`config.mk`:
```
export PLATFORM = sky130hd
export DESIGN_NAME = nvram_uploader
export DESIGN_NICKNAME = d
export VERILOG_FILES = /design/src/rtl/nvram_pkg.sv /design/src/rtl/nvram_rd_pipe.sv /design/src/rtl/nvram_uploader.sv
export SDC_FILE = /design/constraint.sdc
export NUM_CORES = 1
export LEC_CHECK = 0
export ABC_AREA = 0
export CAP_MARGIN = 20
export CELL_PAD_IN_SITES_DETAIL_PLACEMENT = 1
export CELL_PAD_IN_SITES_GLOBAL_PLACEMENT = 1
export CORE_ASPECT_RATIO = 1.1
export CORE_MARGIN = 3
export CORE_UTILIZATION = 27
export DETAILED_ROUTE_END_ITERATION = 8
export GPL_TIMING_DRIVEN = 0
export MAX_ROUTING_LAYER = met4
export PLACE_DENSITY_LB_ADDON = 0.1
export SYNTH_ARGS = -nofsm -noshare
export SYNTH_HDL_FRONTEND = slang
export SYNTH_SLANG_ARGS = --single-unit
```
`constraint.sdc`:
```
create_clock -name clk_sys -period 1.9 [get_ports clk_sys]
set_input_delay 0.285 -clock clk_sys [delete_from_list [all_inputs] [get_ports clk_sys]]
set_output_delay 0.285 -clock clk_sys [all_outputs]
set_load 0.005 [all_outputs]
```
`src/rtl/nvram_pkg.sv`:
```
// rtl/nvram_pkg.sv - shared constants for the NVRAM upload/restore block
//
// Purpose: state encoding, fill byte and default ioctl index used by
// nvram_uploader and nvram_rd_pipe. No ports.
package nvram_pkg;

    typedef logic [1:0] nv_state_t;

    localparam nv_state_t ST_IDLE  = 2'd0;
    localparam nv_state_t ST_PAUSE = 2'd1;
    localparam nv_state_t ST_READY = 2'd2;
    localparam nv_state_t ST_READ  = 2'd3;

    // Byte returned for reads past the end of the exposed area.
    localparam logic [7:0] NV_FILL = 8'hFF;

    // ioctl_index normally assigned to the NVRAM image.
    localparam logic [7:0] NV_DEFAULT_INDEX = 8'd4;

endpackage

```
`src/rtl/nvram_rd_pipe.sv`:
```
// rtl/nvram_rd_pipe.sv - RAM read latency counter and ioctl_din capture register
//
// Purpose: after start, waits RD_LAT+1 edges, then latches ram_rdata into din.
// Ports:
//   clk_sys, reset   clock, synchronous active-high reset
//   start            begin a read (RAM address is presented on the same edge)
//   cancel           abandon any read in flight; din keeps its value
//   fill             load NV_FILL into din (out-of-range read)
//   ram_rdata        NVRAM read data
//   done             high on the edge that captures ram_rdata
//   din              captured byte for the HPS
module nvram_rd_pipe
    import nvram_pkg::*;
#(
    parameter int RD_LAT = 2
) (
    input  logic       clk_sys,
    input  logic       reset,
    input  logic       start,
    input  logic       cancel,
    input  logic       fill,
    input  logic [7:0] ram_rdata,
    output logic       done,
    output logic [7:0] din
);

    localparam logic [1:0] LAT_LOAD = 2'(RD_LAT);

    logic       busy;
    logic [1:0] cnt;

    // The address register takes one edge, the RAM RD_LAT more; data is
    // therefore sampled when the counter, loaded with RD_LAT, reaches zero.
    assign done = busy && (cnt == 2'd0);

    always_ff @(posedge clk_sys) begin
        if (reset) begin
            busy <= 1'b0;
            cnt  <= 2'd0;
            din  <= 8'h00;
        end else if (cancel) begin
            busy <= 1'b0;
        end else if (start) begin
            busy <= 1'b1;
            cnt  <= LAT_LOAD;
        end else if (fill) begin
            din <= NV_FILL;
        end else if (busy) begin
            if (cnt == 2'd0) begin
                din  <= ram_rdata;
                busy <= 1'b0;
            end else begin
                cnt <= cnt - 2'd1;
            end
        end
    end

endmodule

```
`src/rtl/nvram_uploader.sv`:
```
// rtl/nvram_uploader.sv - NVRAM upload to HPS and restore from HPS over ioctl
//
// Purpose: while an ioctl session with index INDEX is open, halts the game CPU
// and serves ioctl_rd (upload) / ioctl_wr (restore) against NVRAM port B.
// Optional macro NVRAM_DIRTY_EN adds cpu_ram_we / nv_dirty change tracking.
// Ports:
//   clk_sys, reset                  clock, synchronous active-high reset
//   ioctl_upload/download/index     session control from hps_io
//   ioctl_rd/wr/addr/dout           HPS strobes, byte address, write data
//   ioctl_din, ioctl_wait           read data and stall to HPS
//   pause_req, pause_ack            game CPU halt handshake
//   ram_addr/wdata/we, ram_rdata    NVRAM port B
//   cpu_ram_we, nv_dirty            (NVRAM_DIRTY_EN only) game write seen since last save
module nvram_uploader
    import nvram_pkg::*;
#(
    parameter logic [7:0] INDEX  = NV_DEFAULT_INDEX,
    parameter int         AW     = 10,
    parameter int         SIZE   = 1024,
    parameter int         RD_LAT = 2
) (
    input  logic          clk_sys,
    input  logic          reset,
    input  logic          ioctl_upload,
    input  logic          ioctl_download,
    input  logic [7:0]    ioctl_index,
    input  logic          ioctl_rd,
    input  logic          ioctl_wr,
    input  logic [24:0]   ioctl_addr,
    input  logic [7:0]    ioctl_dout,
    output logic [7:0]    ioctl_din,
    output logic          ioctl_wait,
    output logic          pause_req,
    input  logic          pause_ack,
    output logic [AW-1:0] ram_addr,
    output logic [7:0]    ram_wdata,
    output logic          ram_we,
    input  logic [7:0]    ram_rdata
`ifdef NVRAM_DIRTY_EN
    ,
    input  logic          cpu_ram_we,
    output logic          nv_dirty
`endif
);

    localparam logic [24:0] SIZE_L = 25'(SIZE);

    nv_state_t state;

    logic sel;
    logic in_range;
    logic ready_ok;
    logic rd_start;
    logic rd_fill;
    logic wr_take;
    logic pipe_cancel;
    logic pipe_done;

    assign sel      = (ioctl_upload || ioctl_download) && (ioctl_index == INDEX);
    assign in_range = ioctl_addr < SIZE_L;

    // Strobes are honoured only in READY with the session open and the CPU halted.
    assign ready_ok = (state == ST_READY) && sel && pause_ack;
    assign rd_start = ready_ok && ioctl_rd && ioctl_upload && in_range;
    assign rd_fill  = ready_ok && ioctl_rd && !in_range;
    // Read has priority: a write strobe coinciding with a read is dropped.
    assign wr_take  = ready_ok && !ioctl_rd && ioctl_wr && ioctl_download && in_range;

    // Losing the session or the CPU halt abandons any read in flight.
    assign pipe_cancel = !sel || !pause_ack;

    nvram_rd_pipe #(
        .RD_LAT (RD_LAT)
    ) u_rd_pipe (
        .clk_sys   (clk_sys),
        .reset     (reset),
        .start     (rd_start),
        .cancel    (pipe_cancel),
        .fill      (rd_fill),
        .ram_rdata (ram_rdata),
        .done      (pipe_done),
        .din       (ioctl_din)
    );

    always_ff @(posedge clk_sys) begin
        if (reset) begin
            state      <= ST_IDLE;
            ioctl_wait <= 1'b0;
            pause_req  <= 1'b0;
            ram_addr   <= '0;
            ram_wdata  <= 8'h00;
            ram_we     <= 1'b0;
        end else begin
            ram_we <= wr_take;
            if (rd_start || wr_take) begin
                ram_addr <= ioctl_addr[AW-1:0];
            end
            if (wr_take) begin
                ram_wdata <= ioctl_dout;
            end

            case (state)
                ST_IDLE: begin
                    if (sel) begin
                        pause_req  <= 1'b1;
                        ioctl_wait <= 1'b1;
                        state      <= ST_PAUSE;
                    end
                end
                default: begin
                    if (!sel) begin
                        state      <= ST_IDLE;
                        ioctl_wait <= 1'b0;
                        pause_req  <= 1'b0;
                    end else if (!pause_ack) begin
                        // Keep the HPS stalled until the CPU is halted again.
                        state      <= ST_PAUSE;
                        ioctl_wait <= 1'b1;
                    end else begin
                        case (state)
                            ST_PAUSE: begin
                                state      <= ST_READY;
                                ioctl_wait <= 1'b0;
                            end
                            ST_READY: begin
                                // Out-of-range reads stall for a single cycle only.
                                ioctl_wait <= rd_start || rd_fill;
                                if (rd_start) begin
                                    state <= ST_READ;
                                end
                            end
                            ST_READ: begin
                                if (pipe_done) begin
                                    ioctl_wait <= 1'b0;
                                    state      <= ST_READY;
                                end
                            end
                            default: state <= ST_IDLE;
                        endcase
                    end
                end
            endcase
        end
    end

`ifdef NVRAM_DIRTY_EN
    logic seen_rd;
    logic seen_dl;
    logic sess_end;

    assign sess_end = (state != ST_IDLE) && !sel;

    always_ff @(posedge clk_sys) begin
        if (reset) begin
            nv_dirty <= 1'b0;
            seen_rd  <= 1'b0;
            seen_dl  <= 1'b0;
        end else begin
            if (state == ST_IDLE) begin
                seen_rd <= 1'b0;
                seen_dl <= 1'b0;
            end else begin
                if (rd_start) begin
                    seen_rd <= 1'b1;
                end
                if (sel && ioctl_download) begin
                    seen_dl <= 1'b1;
                end
            end
            // A game write on the same edge as a save/restore completing wins.
            if (cpu_ram_we) begin
                nv_dirty <= 1'b1;
            end else if (sess_end && (seen_rd || seen_dl)) begin
                nv_dirty <= 1'b0;
            end
        end
    end
`endif

endmodule

```
==> metrics.md, run 1 <==
| Metric | Value |
|---|---|
| Outcome | finished, final reports clean |
| Dpl cells | a little over 300 |
| Wirelength per Cell | 14.5 um |
| Initial antenna violation count | 0 |
| Final setup fails | 0 |
| Pleak | ~1.2 nW |
| Number of max-slew violations in the final report | 0 |
| #FFs+latches synth | 34 |
| Post-synth EDFFs | 0 |
| RSZ-0062 raised after global routing | false |
| Top FF cell, synth | dfxtp_1 |
| Placed cell area | 2410 um^2 |
| Gpl congestion | 0.743 |
| Syn Nets | 215 |
| Synthesized area | between 1500 and 2000 um^2 |
| Post-detailed-route count of antenna-violating nets | 0 |
| Root Buffer Master | clkbuf_8 |
| Unique cell type count in the Yosys netlist | 33 |
| # DRC | 0 |
| CP Cell Sequence | dlygate4sd2_1 -> nor4b_4 -> buf_4 -> o2111ai_4 -> a211oi_2 -> buf_4 -> mux2i_1 -> nor2_1 |
| Clk buf depth | 2 |
| Final WS setup | ~0.12 ns |
| Die footprint | 6490 um^2 |
| Crit path largest cell delay | around 0.38 ns |
| Fin nets | 315 |
| DP Worst Slack | -0.649 ns |
| Commonest non-fill, non-tap cell in the layout | clkdlybuf4s50_1 |
| First-pass GRT wire length | 7870 um |
| Die X | 77.1 um |
| WS Path Type | in -> reg |
| Period minus WS final | ~1.8 ns |
| Arrival @ worst endpoint | 1.93 ns |
| Ys Warns | 0 |
| Core Box Area | 5200 um^2 |
| CP most frequent cell | buf_4 |
| CP endpoint kind | flip-flop |
| Crit start category | input pin |
| DP HPWL | 3350 um |
| Worst Path Max Fanout | 5 |
| Final hold viol count | 0 |
| Pin count of the biggest net entering global routing | 11 |
| Total power | between 1 and 1.5 mW |
| Cell Pwr Density | 513 nW/um^2 |
| CTS sink cnt | 34 |
| Reg clk slew, reported paths | 0.07 ns |
| DR vias | 1499 |
| Synth area leader | dfxtp_1 |
| N_diodes | 0 |
| Register area share after synthesis | 45.3% |
| Starting density of the core | 28.9% |
| CTS Buf Count | 5 |
| Area growth, synth to finish | 80.2% |
| Non-filler cells, final | 328 |
| Final Skew | 0.00546 ns |
| Slew margin rel. | ~67% |
| Final core occ | 52.0% |
| Crit share post-route | between 90% and 100% |
| Slowest-stage cell, CP | nor4b_4 |
| Most frequent cells in the layout | clkdlybuf4s50_1, dfxtp_1, nor2_1 |
| Grt total ovfl | 0 |
| H-Tree Depth | 2 |
| Max rail drop VDD | 0.000374 V |
| Skew-Pair Late Insertion Delay | 0.28 ns |
| CP required | 2.05 ns |
| Detailed Route WL | 4770 um |
| Hold buffers post-CTS | 0 |
| Worst slew pin tran | slightly below 0.5 ns |
| Pre-antenna DRT Iters | 4 |
| Synth top area cells | dfxtp_1, mux2i_1, nor2_1 |
| I/O Buffers | 82 |
| Row Count | 27 |
| Initial DRC Count | 15 |
| Setup Total Neg Slack | 0 ns |
| Min Hold Slack | 0.399 ns |
| Mean post-synth cell area | around 9.6 um^2 |
| Post-Syn Instances | 157 |
| Max Cap Viol | 0 |
| CTS tree | done |
| Number of global-route vias before repair | 1608 |
| Post-synth top area share | a little under half |
| Via/cell ratio | 4.57 |
| Gr usage total | 15.5% |
| I/O pins | 85 |
| Finished layout cell area | 2710 um^2 |
| Fmax | 0.561 GHz |
| Die Ht | 84.2 um |
| Tightest Hold Check Type | in -> reg |
| Share of cells above drive strength 1 | between 10% and 20% |
| Synth async-reset ratio | 0% |
-- state kept, by name, indices dropped and copies added, names as in the netlist --
name	cells
state	2
u_rd_pipe.busy	1
u_rd_pipe.cnt	2
ram_addr	10
ram_we	1
ioctl_wait	1
u_rd_pipe.din	8
pause_req	1
ram_wdata	8
-- cells in the mapped netlist, drive strengths merged, types with 2 or more instances --
master and n:
inv 20, nor2 24, dfxtp 34, ha 2, a21oi 3, nand4 2, o21ai 4, a211oi 2
nand2 4, buf 2, nor4 6, clkbuf 6, mux2i 20, nor3 2, nand3b 2, a221oi 8
o21bai 2
-- metal layers --
layer | part of all wire (%) | GRT usage (%) | up-vias
li1 | - | - | 746
met1 | 44 | 19.2 | 703
met2 | 49 | 24.6 | 44
met3 | 5.2 | 4.29 | 6
met4 | 1.3 | 4.85 | 0
met5 | 0 | - | -
-- timing repair --
action / CTS / global route
resized for setup: 16 / 25
endpoints found under the hold margin: 0 / 0
buffers inserted: 9 / 2
pin swaps: 5 / 9
endpoints found under the setup margin: 29 / 29
gates cloned: 1 / 0
-- area by class of cell --
type                            count  area [um^2]
Fill cell                         613         2500
Timing Repair Buffer               94          950
Multi-Input combinational cell     95          790
Sequential cell                    34          681
Tap cell                           72         90.1
Clock buffer                        6         82.6
Inverter                           20         75.1
Buffer                              7         37.5
-- where the power goes --
part / switching [mW] / internal, mW
Combinational: 0.0522 / 0.0989
Clock: 0.243 / 0.279
Sequential: 0.000128 / 0.713
Total: 0.296 / 1.09
-- cells by family (layout without fill, tap and decap cells) --
group | count (synthesis) | after routing | share of synthesized area, %
AO/OA/AOI/OAI | 25 | 25 | 13.6
AND/OR/NAND/NOR | 47 | 47 | 17.8
multiplexers | 21 | 21 | 14.1
flip-flops | 34 | 34 | 45.3
buffers and inverters | 28 | 127 | 7.50
adder cells (fa/ha/maj) | 2 | 2 | 1.67
-- worst paths after layout --
| path | start | to | slack, ns | cells past startpoint |
|---|---|---|---|---|
| setup reg to reg | state[1] | u_rd_pipe.cnt[1] | 0.28 | 6 |
| hold / removal | reset | ram_we | 0.40 | 2 |
| hold reg to reg | u_rd_pipe.din[0] | u_rd_pipe.din[0] | 0.47 | 2 |
| setup / recovery | ioctl_index[3] | u_rd_pipe.cnt[1] | 0.12 | 8 |
-- critical path: cells and delay by family --
kind / cells / cell delay [ns]
compound gates: 2 / 0.45
buf+inv: 3 / 0.61
mux: 1 / 0.17
simple gates: 2 / 0.43
Note: power is estimated with default switching activity, not from simulation.
==> run 2: changes to the inputs <==
Settings changed: GPL_ROUTABILITY_DRIVEN set to 0.
==> results of run 2 <==
Same layout as run 1: the final DEF is identical, and so are final timing and power.
==> run 3: changes to the inputs <==
Settings changed: CTS_CLUSTER_DIAMETER set to 150.
==> results of run 3 <==
Same layout as run 1: the final DEF is identical, and so are final timing and power.
